`config.mk`:
```
export PLATFORM = sky130hd
export DESIGN_NAME = filter_timing_ctrl
export DESIGN_NICKNAME = d
export VERILOG_FILES = /design/src/rtl/filter_timing_ctrl.sv
export SDC_FILE = /design/constraint.sdc
export NUM_CORES = 1
export LEC_CHECK = 0
export ABC_CLOCK_PERIOD_IN_PS = 3080
export CAP_MARGIN = 15
export CORE_MARGIN = 3
export CORE_UTILIZATION = 55
export CTS_CLUSTER_DIAMETER = 50
export DETAILED_ROUTE_END_ITERATION = 10
export GPL_ROUTABILITY_DRIVEN = 0
export PLACE_DENSITY = 0.87
export SLEW_MARGIN = 10
export SYNTH_ARGS = -nofsm -noshare
export SYNTH_HDL_FRONTEND = slang
export SYNTH_SLANG_ARGS = --single-unit
```
`constraint.sdc`:
```
create_clock -name clk -period 3.08 [get_ports clk]
set_clock_uncertainty 0.2 [all_clocks]
set_input_delay 0.616 -clock clk [delete_from_list [all_inputs] [get_ports clk]]
set_output_delay 0.616 -clock clk [all_outputs]
set_load 0.03 [all_outputs]
```
`src/rtl/filter_timing_ctrl.sv`:
```
// Frame scheduler and raster timing generator feeding vs/hs/de and pixel
// coordinates to the image-filter pipeline under a start/stop/done handshake.
module filter_timing_ctrl #(
  parameter int unsigned HSW      = 1,
  parameter int unsigned HBP      = 3,
  parameter int unsigned HAC      = 1920,
  parameter int unsigned HFP      = 3,
  parameter int unsigned VSW      = 1,
  parameter int unsigned VBP      = 3,
  parameter int unsigned VAC      = 1080,
  parameter int unsigned VFP      = 3,
  parameter int unsigned CNT_SIZE = 12
) (
  input  logic                clk,
  input  logic                rst,
  input  logic                i_start,
  input  logic                i_stop,
  input  logic [7:0]          i_frame_num,
  output logic                o_vs,
  output logic                o_hs,
  output logic                o_de,
  output logic [CNT_SIZE-1:0] o_x,
  output logic [CNT_SIZE-1:0] o_y,
  output logic                o_busy,
  output logic                o_done,
  output logic [7:0]          o_frame_cnt
);

  localparam logic [1:0] S_IDLE = 2'd0;
  localparam logic [1:0] S_RUN  = 2'd1;
  localparam logic [1:0] S_DONE = 2'd2;

  localparam logic [CNT_SIZE-1:0] H_SW   = CNT_SIZE'(HSW);
  localparam logic [CNT_SIZE-1:0] H_DE_S = CNT_SIZE'(HSW + HBP);
  localparam logic [CNT_SIZE-1:0] H_DE_E = CNT_SIZE'(HSW + HBP + HAC - 1);
  localparam logic [CNT_SIZE-1:0] H_LAST = CNT_SIZE'(HSW + HBP + HAC + HFP - 1);
  localparam logic [CNT_SIZE-1:0] V_SW   = CNT_SIZE'(VSW);
  localparam logic [CNT_SIZE-1:0] V_DE_S = CNT_SIZE'(VSW + VBP);
  localparam logic [CNT_SIZE-1:0] V_DE_E = CNT_SIZE'(VSW + VBP + VAC - 1);
  localparam logic [CNT_SIZE-1:0] V_LAST = CNT_SIZE'(VSW + VBP + VAC + VFP - 1);

  logic [1:0]          r_state;
  logic [CNT_SIZE-1:0] r_h;
  logic [CNT_SIZE-1:0] r_v;
  logic                r_stop_req;
  logic [7:0]          r_frm_tgt;

  logic                w_hs;
  logic                w_vs;
  logic                w_de;
  logic                w_h_end;
  logic                w_frame_end;
  logic [7:0]          w_frame_cnt_nxt;
  logic                w_finish;

  assign w_hs            = (r_h < H_SW);
  assign w_vs            = (r_v < V_SW);
  assign w_de            = (r_h >= H_DE_S) && (r_h <= H_DE_E) &&
                           (r_v >= V_DE_S) && (r_v <= V_DE_E);
  assign w_h_end         = (r_h == H_LAST);
  assign w_frame_end     = w_h_end && (r_v == V_LAST);
  assign w_frame_cnt_nxt = o_frame_cnt + 8'd1;
  // A stop arriving on the frame-end cycle itself still ends this frame.
  assign w_finish        = r_stop_req || i_stop ||
                           ((r_frm_tgt != 8'd0) && (w_frame_cnt_nxt == r_frm_tgt));

  assign o_busy = (r_state != S_IDLE);

  always_ff @(posedge clk) begin
    if (rst) begin
      r_state     <= S_IDLE;
      r_h         <= '0;
      r_v         <= '0;
      r_stop_req  <= 1'b0;
      r_frm_tgt   <= '0;
      o_vs        <= 1'b0;
      o_hs        <= 1'b0;
      o_de        <= 1'b0;
      o_x         <= '0;
      o_y         <= '0;
      o_done      <= 1'b0;
      o_frame_cnt <= '0;
    end else begin
      o_done <= 1'b0;
      if (r_state == S_RUN) begin
        o_vs <= w_vs;
        o_hs <= w_hs;
        o_de <= w_de;
        o_x  <= w_de ? (r_h - H_DE_S) : '0;
        o_y  <= w_de ? (r_v - V_DE_S) : '0;
      end else begin
        o_vs <= 1'b0;
        o_hs <= 1'b0;
        o_de <= 1'b0;
        o_x  <= '0;
        o_y  <= '0;
      end

      case (r_state)
        S_IDLE: begin
          if (i_start) begin
            r_state     <= S_RUN;
            r_h         <= '0;
            r_v         <= '0;
            r_stop_req  <= 1'b0;
            r_frm_tgt   <= i_frame_num;
            o_frame_cnt <= '0;
          end
        end
        S_RUN: begin
          if (i_stop) r_stop_req <= 1'b1;
          if (w_frame_end) begin
            r_h         <= '0;
            r_v         <= '0;
            o_frame_cnt <= w_frame_cnt_nxt;
            if (w_finish) begin
              r_state <= S_DONE;
              o_done  <= 1'b1;
            end
          end else if (w_h_end) begin
            r_h <= '0;
            r_v <= r_v + 1'b1;
          end else begin
            r_h <= r_h + 1'b1;
          end
        end
        S_DONE:  r_state <= S_IDLE;
        default: r_state <= S_IDLE;
      endcase
    end
  end

endmodule

```
Word level (Yosys, flattened, before mapping):

Cells that the tools add are included.

* divide/modulo/power cells: 0
* equality and inequality tests: 9
* add/sub/neg operators: 5
* $mul: 0
* shifts and indexed selects: 0
* multiplexer cells: 18
* magnitude comparators: 6
* bitwise logic cells: 3
* reduce and logical (&&, ||, !) cells: 20

Operator list (number)
* $mux W12: 5
* $pmux W12 S2: 2
* $add A12 B1 Y12 const B: 2
* $eq A12 B11 Y1 const B: 2
* $ge A12 B3 Y1 const B: 2
* $le A12 B11 Y1 const B: 2
* $lt A12 B1 Y1 const B: 2
* $sub A12 B3 Y12 const B: 2
* $mux W8: 2
* $pmux W8 S2: 1
* $reduce_and A3 Y1: 4
* $add A8 B1 Y8 const B: 1
* $eq A8 B8 Y1: 1
* $ne A2 B2 Y1 const B: 4
* $reduce_bool A8 Y1: 1
* $mux W2: 3
* $reduce_or A3 Y1: 2
* $logic_and A1 B1 Y1: 5
* $pmux W2 S2: 1
* $reduce_and A2 Y1: 2
* $reduce_bool A2 Y1: 2
* $mux W1: 3
* $ne A3 B3 Y1 const B: 1
* $not A1 Y1: 3
* other kinds (5): 6

* word-level logic and storage cells: 73
* memories: 0
* ROM bits: 0
* RAM bits: 0
* latch bits: 0
* register bits: 71

Logic depth before layout (Yosys ltp):

* depth after elaboration: 7
* gate-level depth with buffers: 9
* depth with buffers taken out: 7

Worst setup path before layout:

No wires, ideal clock.

* path type: reg2reg
* start: register o_frame_cnt[0]
* end: register r_state[0]
* required time: 2789 ps
* slack: 861 ps
* stages on the path, launching flop included: 7
* arrival: 1928 ps
* cells stage by stage: dfxtp_1 > ha_1 > and3_1 > a31o_2 > a222oi_1 > a311o_1 > a311oi_1

* word-level cells in the longest chain between the ends: 6

Ends and longest elaborated chain
* start, declared: RTL line 26 `output logic [7:0] o_frame_cnt`
* start signal, assigned: RTL line 115 `o_frame_cnt <= w_frame_cnt_nxt;`
* $add A8 B1 Y8: RTL line 62 `assign w_frame_cnt_nxt = o_frame_cnt + 8'd1;`
* $eq A8 B8 Y1: RTL line 65 `((r_frm_tgt != 8'd0) && (w_frame_cnt_nxt == r_frm_tgt));`
* $logic_and A1 B1 Y1: RTL line 65
* $logic_or A1 B1 Y1: RTL line 64 `assign w_finish = r_stop_req || i_stop ||`
* $ne A2 B2 Y1 (no line)
* $reduce_and A3 Y1 (no line)
* end signal, assigned: RTL line 71 `r_state <= S_IDLE;`
* end signal, assigned: RTL line 102 `r_state <= S_RUN;`
* end signal, assigned: RTL line 117 `r_state <= S_DONE;`
* end, declared: RTL line 42 `logic [1:0] r_state;`

Every way passes these cells.
A chain may end at the register's enable or synchronous reset.

Worst setup path in the final report:

* start: register r_h[2]
* end: register o_x[7]

* word-level cells in the longest chain between the ends: 6
* elaborated cells between the ends (all ways): 8
* classes of those cells: add/sub (1); order compare (2); bitwise (1); reduce/logical (4)

Ends and longest elaborated chain
* start, declared: RTL line 43 `logic [CNT_SIZE-1:0] r_h;`
* start signal, assigned: RTL line 124 `r_h <= r_h + 1'b1;`
* $ge A12 B3 Y1 / $le A12 B11 Y1 (equally long branches): RTL line 58 `assign w_de = (r_h >= H_DE_S) && (r_h <= H_DE_E) &&`
* $logic_and A1 B1 Y1 (2 in series): RTL line 58
* $logic_and A1 B1 Y1: RTL line 59 `(r_v >= V_DE_S) && (r_v <= V_DE_E);`
* $not A1 Y1 (no line)
* $reduce_or A3 Y1 (no line)
* end signal, assigned: RTL line 89 `o_x <= w_de ? (r_h - H_DE_S) : '0;`
* end, declared: RTL line 22 `output logic [CNT_SIZE-1:0] o_x,`

Several ways; a longest one is shown, not always the timed one.

==> run summary <==
Status -> completed
CP Launch Point -> r_h[2]
Worst skew pair latency -> 340 ps
GRT Total Usage -> 22.69%
Fin cells -> 536
Ratio of final minimum period to clock period -> 87.09%
Crit end category -> flip-flop
Pins Over Slew Limit -> 0
Critical path data arrival time -> 2740 ps
Hold crit path type -> reg -> reg
Post-CTS Setup Inserts -> 0
Fmax -> 0.3728 GHz
# diodes -> 0
Warnings from Yosys -> 0
Final setup fails -> 0
Global-route wire length before repair -> 13.58 mm
DP HPWL -> 5.537 mm
Pleak -> 1.532 nW
H-tree depth -> 3
Max Cap Violations -> 0
# nets final -> 485
Hold path start -> r_frm_tgt[3]
Critical R2R Launch -> r_h[2]
Post-route DRC -> 0
Die area -> 0.007373 mm²
DR pass1 iterations -> 4
CTS sink cnt -> 71
CTS Buf Count -> 9
Syn avg cell area -> 8.314 µm²
Main synth FF type -> dfxtp_1
CP max stage delay -> 600 ps
Initial antenna violation count -> 0
Post-Synthesis Cells -> 422
Most common cell after layout, fill and taps aside -> dfxtp_1
Peak VDD IR -> 0.2814 mV
Drt total wl -> 8.042 mm
Clock transition at path regs -> 70 ps
Routed Antenna Nets -> 0
Max Buffers Root-to-Sink -> 2
Vias in the first global route -> 2980
Cell area after synthesis -> 0.003508 mm²
WL/cell -> 15.00 µm
Rows -> 28
Worst Setup Slack, final -> 397.5 ps
Chip width -> 85.87 µm
DP Worst Slack -> 246.7 ps
Routed vias -> 3165
Ys async rst share -> 0%
Drt first-iter violations -> 225
Slowest CP cell -> or4b_1
Die Span Y -> 85.87 µm
Hold_buf cts -> 0
Max-Slew Margin vs Limit -> 41.97%
Final Hold Viols -> 0
CP top delay family -> simple AND/OR/NAND/NOR gates
CP Max Fanout -> 25
CTS tree -> built
Port bufs -> 48
Starting Density -> 57.89%
Post-synthesis sequential area ratio -> 40.51%
Critical path class -> reg -> reg
Post-synthesis cell type count -> 52
Root buf cell -> clkbuf_8
Worst setup SP type -> flip-flop
Num ports -> 49
Pwr/cell area -> 423.6 mW/mm²
Minimum clock period -> 2683 ps
# placed instances -> 521
Layout cells sized above 1 -> 6.725%
Grt total ovfl -> 0
WP data required -> 3140 ps
Synth Register Bits -> 71
Synth Net Count -> 450
Area Growth Syn to Fin -> 18.22%
RSZ-0062 raised after global routing -> false
Largest net degree at the start of global routing -> 29
Post-synth EDFFs -> 0
Worst-path cell chain -> inv_1 > ha_1 > or4b_1 > a221oi_2 > nand3_2 > a21oi_1
Vias/cell -> 5.905
Post-CTS Resized -> 0
Crit path buffers/inverters -> 1
Most frequent cells in the layout -> 71 x dfxtp_1, 50 x nor2_1, 48 x clkdlybuf4s50_1, 45 x nand2_1, 37 x a21oi_1
Worst-Margin Slew -> 870.5 ps
Core Area -> 0.006061 mm²
Setup TNS -> 0 ps
## flip-flops by register name, indices dropped and copies added (netlist names)
signal / flops
r_state: 2
r_stop_req: 1
r_v: 12
r_h: 12
o_de: 1
o_done: 1
o_hs: 1
o_vs: 1
o_y: 12
o_frame_cnt: 8
o_x: 12
r_frm_tgt: 8
## routing by layer
| layer | GRT usage [%] | routed length, µm |
|---|---|---|
| met5 | 0 | 0 |
| met2 | 37.49 | 4012 |
| met1 | 28.69 | 3458 |
| met4 | 8.777 | 167 |
| met3 | 5.187 | 403 |
## through the flow
stage	hold slack, ps	util [%]	total power, mW	instance area [µm²]
after global placement	273.5	65.48	1.069	3969
after global routing	320.2	68.44	1.814	4148
after floorplan	246.6	-	1.033	3508
final	304.4	68.44	1.757	4148
after detailed placement	287.8	65.48	1.073	3969
after CTS	304.6	68.44	1.763	4148
## cells in the mapped netlist, types with 3 or more instances
cell | n | area, µm²
a311oi_1 | 9 | 78.83
xor2_1 | 3 | 26.28
xnor2_1 | 17 | 148.9
buf_6 | 3 | 33.78
clkbuf_1 | 15 | 56.30
o21ai_0 | 18 | 90.09
inv_1 | 13 | 48.80
nand2_1 | 45 | 168.9
nand4_1 | 6 | 37.54
a22oi_1 | 3 | 22.52
a21boi_0 | 3 | 22.52
buf_2 | 7 | 35.03
nor2_1 | 50 | 187.7
ha_1 | 16 | 200.2
a31oi_1 | 6 | 37.54
dfxtp_1 | 71 | 1421
or3_1 | 12 | 75.07
and3_1 | 6 | 37.54
or4_1 | 7 | 52.55
and4_1 | 3 | 26.28
nor4_1 | 5 | 31.28
o31ai_1 | 3 | 22.52
a21oi_1 | 37 | 185.2
nor2b_1 | 5 | 31.28
nand3_1 | 15 | 75.07
nor3_1 | 11 | 55.05
## worst min-delay path, cell delays in order, from the launching register on
cell and delay, ps:
dfxtp_1 340, nand2_1 70, a21oi_1 60
## final timing paths
| check | end | slack (ps) | cells past startpoint |
|---|---|---|---|
| worst min register to register | r_frm_tgt[3] | 300 | 2 |
| worst max-delay path | o_x[7] | 400 | 6 |
| worst min-delay path | r_frm_tgt[3] | 300 | 2 |
| worst max register to register | o_x[7] | 400 | 6 |
## power breakdown
| group | switching (mW) | internal [mW] | total (mW) |
|---|---|---|---|
| logic | 0.0667 | 0.0470 | 0.114 |
| registers | 0.0117 | 0.929 | 0.940 |
| clock network | 0.336 | 0.367 | 0.703 |
| total | 0.414 | 1.34 | 1.76 |
## cells by family (layout without fill, tap and decap cells)
kind of cell / after synthesis / after routing / synth area share (%)
adder cells (fa/ha/maj): 16 / 16 / 5.706
AO/OA/AOI/OAI: 89 / 89 / 16.05
flip-flops: 71 / 71 / 40.51
multiplexers: 1 / 1 / 0.3209
XOR/XNOR: 20 / 20 / 4.993
AND/OR/NAND/NOR: 183 / 183 / 26.82
buffers and inverters: 42 / 81 / 5.599
## layout make-up
class                           count  area [µm²]
Clock buffer                       11       131.4
Clock inverter                      4       47.55
Fill cell                         486        1913
Inverter                           14       52.55
Multi-Input combinational cell    309        1891
Sequential cell                    71        1421
Tap cell                           75       93.84
Timing Repair Buffer               52       510.5
No activity file was read; power rests on OpenSTA's default activity.
